$ cat config.mk
export PLATFORM = sky130hd
export DESIGN_NAME = operand_fwd_ctrl
export DESIGN_NICKNAME = d
export VERILOG_FILES = /design/src/rtl/operand_fwd_ctrl_pkg.sv /design/src/rtl/operand_fwd_ctrl_fwd_sel_pick.sv /design/src/rtl/operand_fwd_ctrl.sv
export SDC_FILE = /design/constraint.sdc
export NUM_CORES = 1
export LEC_CHECK = 0
export CORE_MARGIN = 2
export CORE_UTILIZATION = 30
export CTS_CLUSTER_DIAMETER = 120
export CTS_CLUSTER_SIZE = 16
export DETAILED_ROUTE_END_ITERATION = 8
export PLACE_DENSITY = 0.54
export SETUP_SLACK_MARGIN = 0.1
export SKIP_LAST_GASP = 1
export SLEW_MARGIN = 0
export SYNTH_ARGS = -nofsm -noshare
export SYNTH_HDL_FRONTEND = slang
export SYNTH_SLANG_ARGS = --single-unit
$ cat constraint.sdc
create_clock -name clk_i -period 1.65 [get_ports clk_i]
set_clock_uncertainty 0.15 [all_clocks]
set_input_delay 0.33 -clock clk_i [delete_from_list [all_inputs] [get_ports clk_i]]
set_output_delay 0.33 -clock clk_i [all_outputs]
set_load 0.05 [all_outputs]
$ cat src/rtl/operand_fwd_ctrl_pkg.sv
// Shared definitions for the EX-stage operand forwarding controller:
// mux select encodings, controller state encoding, scoreboard slot layout
// and the register-match helper used by both the hazard logic and the
// per-operand select pickers.
package operand_fwd_ctrl_pkg;

    localparam int REG_W = 5;
    localparam int SEL_W = 3;

    // Operand mux select encodings (101-111 are never driven)
    localparam logic [SEL_W-1:0] SEL_RF     = 3'b000;
    localparam logic [SEL_W-1:0] SEL_EXMEM  = 3'b001;
    localparam logic [SEL_W-1:0] SEL_MEMWB  = 3'b010;
    localparam logic [SEL_W-1:0] SEL_WBHOLD = 3'b011;
    localparam logic [SEL_W-1:0] SEL_ALT    = 3'b100;

    typedef enum logic [1:0] {
        ST_RUN        = 2'b00,
        ST_LOAD_STALL = 2'b01,
        ST_FREEZE     = 2'b10
    } fwd_state_e;

    // One in-flight instruction as seen by the scoreboard
    typedef struct packed {
        logic             valid;
        logic [REG_W-1:0] rd;
        logic             reg_write;
        logic             is_load;
    } sb_slot_t;

    localparam sb_slot_t SLOT_EMPTY = '0;

    // A slot produces a value for rs only if it really writes a non-x0 register
    function automatic logic slot_hit(input sb_slot_t slot, input logic [REG_W-1:0] rs);
        return slot.valid && slot.reg_write && (slot.rd != '0) && (slot.rd == rs);
    endfunction

endpackage

$ cat src/rtl/operand_fwd_ctrl_fwd_sel_pick.sv
// Combinational priority select for one EX-stage operand mux.
// The youngest in-flight producer wins; the alternate source (PC or
// immediate) overrides everything.
// Optional feature macro: FWD_WB_HOLD_EN -- when defined, a match in the
// WB slot forwards from the WB-hold register; otherwise the register file
// is write-through and a WB match simply reads the register file.
module fwd_sel_pick
    import operand_fwd_ctrl_pkg::*;
(
    input  logic             use_i,
    input  logic             alt_i,
    input  logic [REG_W-1:0] rs_i,
    input  sb_slot_t         ex_slot_i,
    input  sb_slot_t         mem_slot_i,
    input  sb_slot_t         wb_slot_i,
    output logic [SEL_W-1:0] sel_o
);

    // Priority chain: alternate, unused, EX, MEM, WB, register file
    always_comb begin
        sel_o = SEL_RF;
        if (alt_i) begin
            sel_o = SEL_ALT;
        end else if (!use_i) begin
            sel_o = SEL_RF;
        end else if (slot_hit(ex_slot_i, rs_i)) begin
            sel_o = SEL_EXMEM;
        end else if (slot_hit(mem_slot_i, rs_i)) begin
            sel_o = SEL_MEMWB;
        end else if (slot_hit(wb_slot_i, rs_i)) begin
`ifdef FWD_WB_HOLD_EN
            sel_o = SEL_WBHOLD;
`else
            sel_o = SEL_RF;
`endif
        end
    end

endmodule

$ cat src/rtl/operand_fwd_ctrl.sv
// Sequencing controller for the EX-stage operand muxes of the five-stage
// pipeline. Tracks in-flight destinations in a three-slot scoreboard
// (EX, MEM, WB), registers the operand selects so they line up with the
// instruction in EX, and produces load-use stall/bubble and memory-wait
// freeze controls.
// Optional feature macro: FWD_WB_HOLD_EN (see fwd_sel_pick).
module operand_fwd_ctrl
    import operand_fwd_ctrl_pkg::*;
(
    input  logic             clk_i,
    input  logic             reset_i,
    input  logic             id_valid_i,
    input  logic [REG_W-1:0] id_rs1_i,
    input  logic [REG_W-1:0] id_rs2_i,
    input  logic             id_use_rs1_i,
    input  logic             id_use_rs2_i,
    input  logic             id_alt_a_i,
    input  logic             id_alt_b_i,
    input  logic [REG_W-1:0] id_rd_i,
    input  logic             id_reg_write_i,
    input  logic             id_is_load_i,
    input  logic             flush_i,
    input  logic             mem_wait_i,
    output logic [SEL_W-1:0] fwd_a_sel_o,
    output logic [SEL_W-1:0] fwd_b_sel_o,
    output logic             stall_o,
    output logic             bubble_o,
    output logic             freeze_o
);

    fwd_state_e       state_q, state_d;
    sb_slot_t         ex_q, ex_d;
    sb_slot_t         mem_q, mem_d;
    sb_slot_t         wb_q, wb_d;
    logic [SEL_W-1:0] sel_a_q, sel_a_d;
    logic [SEL_W-1:0] sel_b_q, sel_b_d;
    logic [SEL_W-1:0] pick_a, pick_b;
    logic             load_use;
    sb_slot_t         id_slot;

    fwd_sel_pick u_pick_a (
        .use_i      (id_use_rs1_i),
        .alt_i      (id_alt_a_i),
        .rs_i       (id_rs1_i),
        .ex_slot_i  (ex_q),
        .mem_slot_i (mem_q),
        .wb_slot_i  (wb_q),
        .sel_o      (pick_a)
    );

    fwd_sel_pick u_pick_b (
        .use_i      (id_use_rs2_i),
        .alt_i      (id_alt_b_i),
        .rs_i       (id_rs2_i),
        .ex_slot_i  (ex_q),
        .mem_slot_i (mem_q),
        .wb_slot_i  (wb_q),
        .sel_o      (pick_b)
    );

    // Load-use hazard: a load in EX feeds a register operand of the ID instruction.
    // Right after a load stall EX holds the bubble, so no new hazard can arise there.
    always_comb begin
        load_use = 1'b0;
        if ((state_q != ST_LOAD_STALL) && id_valid_i && ex_q.is_load) begin
            load_use = (id_use_rs1_i && !id_alt_a_i && slot_hit(ex_q, id_rs1_i)) ||
                       (id_use_rs2_i && !id_alt_b_i && slot_hit(ex_q, id_rs2_i));
        end
    end

    // Pipeline controls: memory wait dominates, flush kills any load-use stall
    always_comb begin
        freeze_o = mem_wait_i;
        stall_o  = mem_wait_i || (load_use && !flush_i);
        bubble_o = !mem_wait_i && (flush_i || load_use);
    end

    // Next scoreboard, selects and controller state
    always_comb begin
        id_slot = '{valid: id_valid_i, rd: id_rd_i,
                    reg_write: id_reg_write_i, is_load: id_is_load_i};
        state_d = state_q;
        ex_d    = ex_q;
        mem_d   = mem_q;
        wb_d    = wb_q;
        sel_a_d = sel_a_q;
        sel_b_d = sel_b_q;
        case (state_q)
            ST_RUN, ST_LOAD_STALL, ST_FREEZE: begin
                if (mem_wait_i) begin
                    state_d = ST_FREEZE;
                end else begin
                    wb_d = mem_q;
                    if (flush_i) begin
                        state_d = ST_RUN;
                        ex_d    = SLOT_EMPTY;
                        mem_d   = SLOT_EMPTY;
                        sel_a_d = SEL_RF;
                        sel_b_d = SEL_RF;
                    end else if (load_use) begin
                        state_d = ST_LOAD_STALL;
                        ex_d    = SLOT_EMPTY;
                        mem_d   = ex_q;
                        sel_a_d = SEL_RF;
                        sel_b_d = SEL_RF;
                    end else begin
                        state_d = ST_RUN;
                        ex_d    = id_valid_i ? id_slot : SLOT_EMPTY;
                        mem_d   = ex_q;
                        sel_a_d = id_valid_i ? pick_a : SEL_RF;
                        sel_b_d = id_valid_i ? pick_b : SEL_RF;
                    end
                end
            end
            default: begin
                state_d = ST_RUN;
            end
        endcase
    end

    // State registers with synchronous reset to an empty, running pipeline
    always_ff @(posedge clk_i) begin
        if (reset_i) begin
            state_q <= ST_RUN;
            ex_q    <= SLOT_EMPTY;
            mem_q   <= SLOT_EMPTY;
            wb_q    <= SLOT_EMPTY;
            sel_a_q <= SEL_RF;
            sel_b_q <= SEL_RF;
        end else begin
            state_q <= state_d;
            ex_q    <= ex_d;
            mem_q   <= mem_d;
            wb_q    <= wb_d;
            sel_a_q <= sel_a_d;
            sel_b_q <= sel_b_d;
        end
    end

    assign fwd_a_sel_o = sel_a_q;
    assign fwd_b_sel_o = sel_b_q;

endmodule
# [Word-level counts from Yosys, hierarchy flattened]
# Cells that the tools add are included.
[op_classes] eq_ne=7 muxes=22 bitwise_logic=2 reduce_logical=30
[ops] cell="$mux 3" n=12
[ops] cell="$mux 8" n=4
[ops] cell="$eq 5x5->1" n=4
[ops] cell="$logic_and 1x1->1" n=16
[ops] cell="$reduce_bool 5->1" n=2
[ops] cell="$mux 2" n=3
[ops] cell="$logic_not 1->1" n=4
[ops] cell="$reduce_or 4->1" n=1
[ops] cell="$logic_or 1x1->1" n=3
[ops] cell="$mux 1" n=3
[ops] cell="$reduce_or 3->1" n=1
[ops] cell="$eq 2x1->1 const B" n=1
[ops] cell="$eq 2x2->1 const B" n=1
[ops] cell="$logic_not 2->1" n=1
[ops] cell="$ne 2x1->1 const B" n=1
[ops] cell="$not 1->1" n=2
[ops] cell="$reduce_and 2->1" n=1
[ops] cell="$reduce_or 2->1" n=1
[word_totals] reg_bits=23 in_bits=26 output_inout_bits=9 elab_cells=72

# [Longest topological paths before layout]
[depth] ltp_word=10 depth_mapped=6 mapped_depth_nobuf=5

# [Hierarchy]
# From an unflattened synthesis, not the netlist that was laid out.
[hier_totals] hier_cells=211 hier_area_um2=1839.3
[modules_own_cells] mod="operand_fwd_ctrl" n_inst=1 cells_per_inst=165 area_per_inst_um2=1493.9 seq_area_each_um2=640.6
[modules_own_cells] mod="fwd_sel_pick" n_inst=2 cells_per_inst=23 area_per_inst_um2=172.7 seq_area_each_um2=0.0

# [Least setup slack after synthesis]
# No wires, ideal clock.
[synth_timing] path_kind="register -> output" startpoint="reg ex_q[5] (netlist bit)" endpoint="out bubble_o" arrival_time_ns=1.977 t_required_ns=1.170 path_slack_ns=-0.807 path_stages_with_launch=6 n_path_buf=0 path_cell_list="dfxtp_1 > xor2_1 > nor4_2 > nand4_1 > a21o_1 > a21oi_1"
[synth_between] elab_chain_len=8 elab_cells_between_ends=12 classes_between="eq/ne: 2; mux: 1; reduce/logical: 9"
[synth_rtl] item="from (decl)" line="operand_fwd_ctrl.sv:32" source="sb_slot_t ex_q, ex_d;"
[synth_rtl] item="from (signal assigned)" line="operand_fwd_ctrl.sv:125" source="ex_q <= SLOT_EMPTY;"
[synth_rtl] item="from (signal assigned)" line="operand_fwd_ctrl.sv:132" source="ex_q <= ex_d;"
[synth_rtl] item="$reduce_bool 5->1" line="operand_fwd_ctrl_pkg.sv:35" source="return slot.valid && slot.reg_write && (slot.rd != '0) && (slot.rd == rs);"
[synth_rtl] item="$logic_and 1x1->1 (2 in a row)" line="operand_fwd_ctrl_pkg.sv:35"
[synth_rtl] item="$logic_and 1x1->1 (on tied branches)" line="operand_fwd_ctrl.sv:66, operand_fwd_ctrl.sv:67"
[synth_rtl] item="$logic_or 1x1->1 (*)" line="operand_fwd_ctrl.sv:66" source="load_use = (id_use_rs1_i && !id_alt_a_i && slot_hit(ex_q, id_rs1_i)) ||"
[synth_rtl] item="$mux 1 (*)" line="operand_fwd_ctrl.sv:65" source="if ((state_q != ST_LOAD_STALL) && id_valid_i && ex_q.is_load) begin"
[synth_rtl] item="$logic_or 1x1->1 (*)" line="operand_fwd_ctrl.sv:75" source="bubble_o = !mem_wait_i && (flush_i || load_use);"
[synth_rtl] item="$logic_and 1x1->1 (*)" line="operand_fwd_ctrl.sv:75"
[synth_rtl] item="to (decl)" line="operand_fwd_ctrl.sv:27" source="output logic bubble_o,"
# Mark *: on every way between the ends. The rest lies on a longest branch, timed or not.

# [Final worst setup path]
[layout_timing] startpoint="in id_rs2_i[1]" endpoint="out bubble_o"
[layout_between] elab_chain_len=7
[layout_rtl] item="from (decl)" line="operand_fwd_ctrl.sv:14" source="input logic [REG_W-1:0] id_rs2_i,"
[layout_rtl] item="$eq 5x5->1" line="operand_fwd_ctrl_pkg.sv:35"
[layout_rtl] item="$logic_and 1x1->1" line="operand_fwd_ctrl_pkg.sv:35"
[layout_rtl] item="$logic_and 1x1->1" line="operand_fwd_ctrl.sv:67" source="(id_use_rs2_i && !id_alt_b_i && slot_hit(ex_q, id_rs2_i));"
[layout_rtl] item="$logic_or 1x1->1" line="operand_fwd_ctrl.sv:66"
[layout_rtl] item="$mux 1" line="operand_fwd_ctrl.sv:65"
[layout_rtl] item="$logic_or 1x1->1" line="operand_fwd_ctrl.sv:75"
[layout_rtl] item="$logic_and 1x1->1" line="operand_fwd_ctrl.sv:75"
# No other way between the ends.

==> results.py <==
metrics = {
    "power": {
        "vdd_ir_drop_max_v": 0.000300,
        "p_leak_uw": 0.000870,
        "powerDensity_nw_per_um2": 564,
        "finalPower_uw": 1170,
    },
    "timing": {
        "fin_crit_sh_pct": 144,
        "fin_hold_ws_ps": 305,
        "hold_viol": 0,
        "setup_slack_ps": -726,
        "worstMarginPinSlew_ps": 297,
        "period_minus_slack_ps": 2380,
        "rsz0062_at_grt": "true",
        "setup-violations-final": 16,
        "slew_viol_final": 0,
        "slew_headroom_pct": 80.1,
        "fmax_ghz": 0.421,
        "fin_tns_setup_ps": -4330,
    },
    "floorplan": {
        "boundaryPins": 35,
        "core-area_um2": 3660,
        "dieArea_um2": 4340,
        "fp.dieW_um": 65.9,
        "row_count": 22,
        "start_util_pct": 31.4,
        "fp.dieH_um": 65.9,
    },
    "synth": {
        "yosys_warnings": 0,
        "synth_top_flop_cell": "dfxtp_1",
        "synth_area_um2": 1150,
        "synth_area_leaders": "dfxtp_1 (40%), xor2_1 (11%), nand3_1 (5.7%), nand2_1 (4.9%), xnor2_1 (4.6%)",
        "synth_nets": 158,
        "synth.most_common_cell": "dfxtp_1",
        "avgSynthCellArea_um2": 8.70,
        "yosysTopAreaCellShare_pct": 40.1,
        "yosysTopAreaCell": "dfxtp_1",
        "synth_common_cells": "dfxtp_1 (23), nand2_1 (15), xor2_1 (14)",
        "synth-async-reset-ratio_pct": 0,
        "ys_types": 33,
        "ys_ff_latch": 23,
        "seq_area_frac_synth_pct": 40.1,
        "synth_edf_count": 0,
        "netlist_instances": 132,
    },
    "clocking": {
        "clkTransAtPathRegs_ps": 80,
        "cts_root_buf": "clkbuf_8",
        "htree_levels": 1,
        "clock_latency_ps": 270,
        "holdBufCountCts": 0,
        "cts_tree": "done",
        "cts.path.max_buffers": 2,
        "clock_sinks": 23,
        "cts-buffers-inserted": 3,
    },
    "final_layout": {
        "final_cell_area_um2": 2080,
        "n_antenna_cell": 0,
        "syn_to_final_growth_pct": 81.2,
        "finalNetCount": 229,
        "drive_gt1_share_pct": 37.6,
        "finalNonFillerCells": 250,
    },
    "worst_setup_path": {
        "critPathMaxStageDelay_ps": 300,
        "crit_path_end_kind": "primary output",
        "crit_fanout": 3,
        "required_ps": 1170,
        "crit_arrival_ps": 1900,
        "cpMaxStageDelayCell": "nor4_2",
        "setup.worst_path.start_class": "input port",
        "crit_chain": "dlygate4sd2_1 -> xor2_2 -> nor4_2 -> nand4_1 -> a21o_1 -> a21oi_4 -> buf_12",
        "criticalPathCategory": "input port to primary output",
    },
    "drt": {
        "wl_um": 3540,
        "firstDrtPassIters": 3,
        "vias_per_cell": 4.79,
        "ant_nets": 0,
        "drc": 0,
        "dr_total_vias": 1197,
        "drt_iter0_markers": 32,
        "wl_per_cell_um": 14.2,
    },
    "global_routing": {
        "grt_start_max_net_pins": 19,
        "grt_pass1_vias": 1218,
        "grt_remaining_overflow": 0,
        "grt.total_usage_pct": 16.8,
        "antenna_found_initial": 0,
        "grt_pass1_wl_um": 5600,
    },
    "run_status": {
        "status": "finished, violations left",
        "violations": "setup timing",
    },
    "hold_path": {
        "min_path_type": "flip-flop to flip-flop",
    },
    "placed_design": {
        "dp_hpwl_um": 2580,
        "gp_congestion": 0.832,
        "dp_cells": 240,
        "io_buffers": 34,
        "placed_cell_area_um2": 1900,
    },
    "run": {
        "drv_cap": 0,
    },
}
## worst paths after layout
kind	start	to	slack [ps]	cells after the start
min	mem_q[7]	mem_q[7]	310	2
min reg2reg	mem_q[7]	mem_q[7]	310	2
max reg2reg	ex_q[3]	ex_q[7]	-440	7
max	id_rs2_i[1]	bubble_o	-730	7
## cell usage in the layout (no fill, tap or decap), types with 3 or more instances in the layout
master / n
dlygate4sd2_1: 8
a22o_1: 5
nand2b_4: 3
clkbuf_8: 3
buf_6: 5
nand2_1: 15
buf_4: 32
dfxtp_1: 18
xnor2_1: 6
a21oi_1: 3
nor3_2: 3
nand4_1: 3
nor2_1: 3
dfxtp_4: 3
xor2_1: 12
o21ai_1: 9
buf_12: 10
a21oi_2: 4
nand3_1: 12
clkdlybuf4s50_1: 17
## power by group
group          internal, µW  switching, µW  total, µW
Combinational           141            110        251
Sequential              560           8.33        568
Clock                   169            186        355
Total                   870            304       1170
## registers in the layout (all words and copies together) (netlist names)
signal and count:
fwd_b_sel_o 3, fwd_a_sel_o 3, mem_q 7, state_q 2
ex_q 8
## cell families after synthesis
kind of cell,synth area share [%]
AO/OA/AOI/OAI,18.5
XOR/XNOR,15.3
AND/OR/NAND/NOR,23.1
flip-flops,40.1
buffers and inverters,3.05
## critical path: cells and delay by family
family          cells  cell delay [ps]
xor+xnor            1              180
buf+inv             2              420
simple gates        2              550
compound gates      2              410
## stage by stage
step,worst slack [ps],util [%]
final,-726,56.8
after global placement,-884,51.9
after global routing,-783,56.8
after floorplan,-319,-
after CTS,-767,54.1
after detailed placement,-897,51.9
## per-layer routing
layer  vias to the layer above  GRT usage (%)  part of all wire (%)
met3                         8           1.87                   2.7
met1                       559           21.7                    44
met2                        23           27.9                    51
met4                         0           7.81                   2.1
li1                        607              -                     -
met5                         -              0                     0
## what timing repair did
action | in CTS | in global routing
endpoints found under the setup margin | 18 | 17
setup buffers | 2 | 4
gates resized for setup | 14 | 13
hold endpoints to repair | 0 | 0
pin swaps | 11 | 9
## layout make-up
type,count,area (µm²)
inverter,2,7.51
sequential,23,474
multi-input combinational,101,756
tap,48,60.1
clock buffer,3,41.3
fill,359,1580
timing repair buffer,72,737
clock inverter,1,5.00
Note: power is estimated with default switching activity, not from simulation.
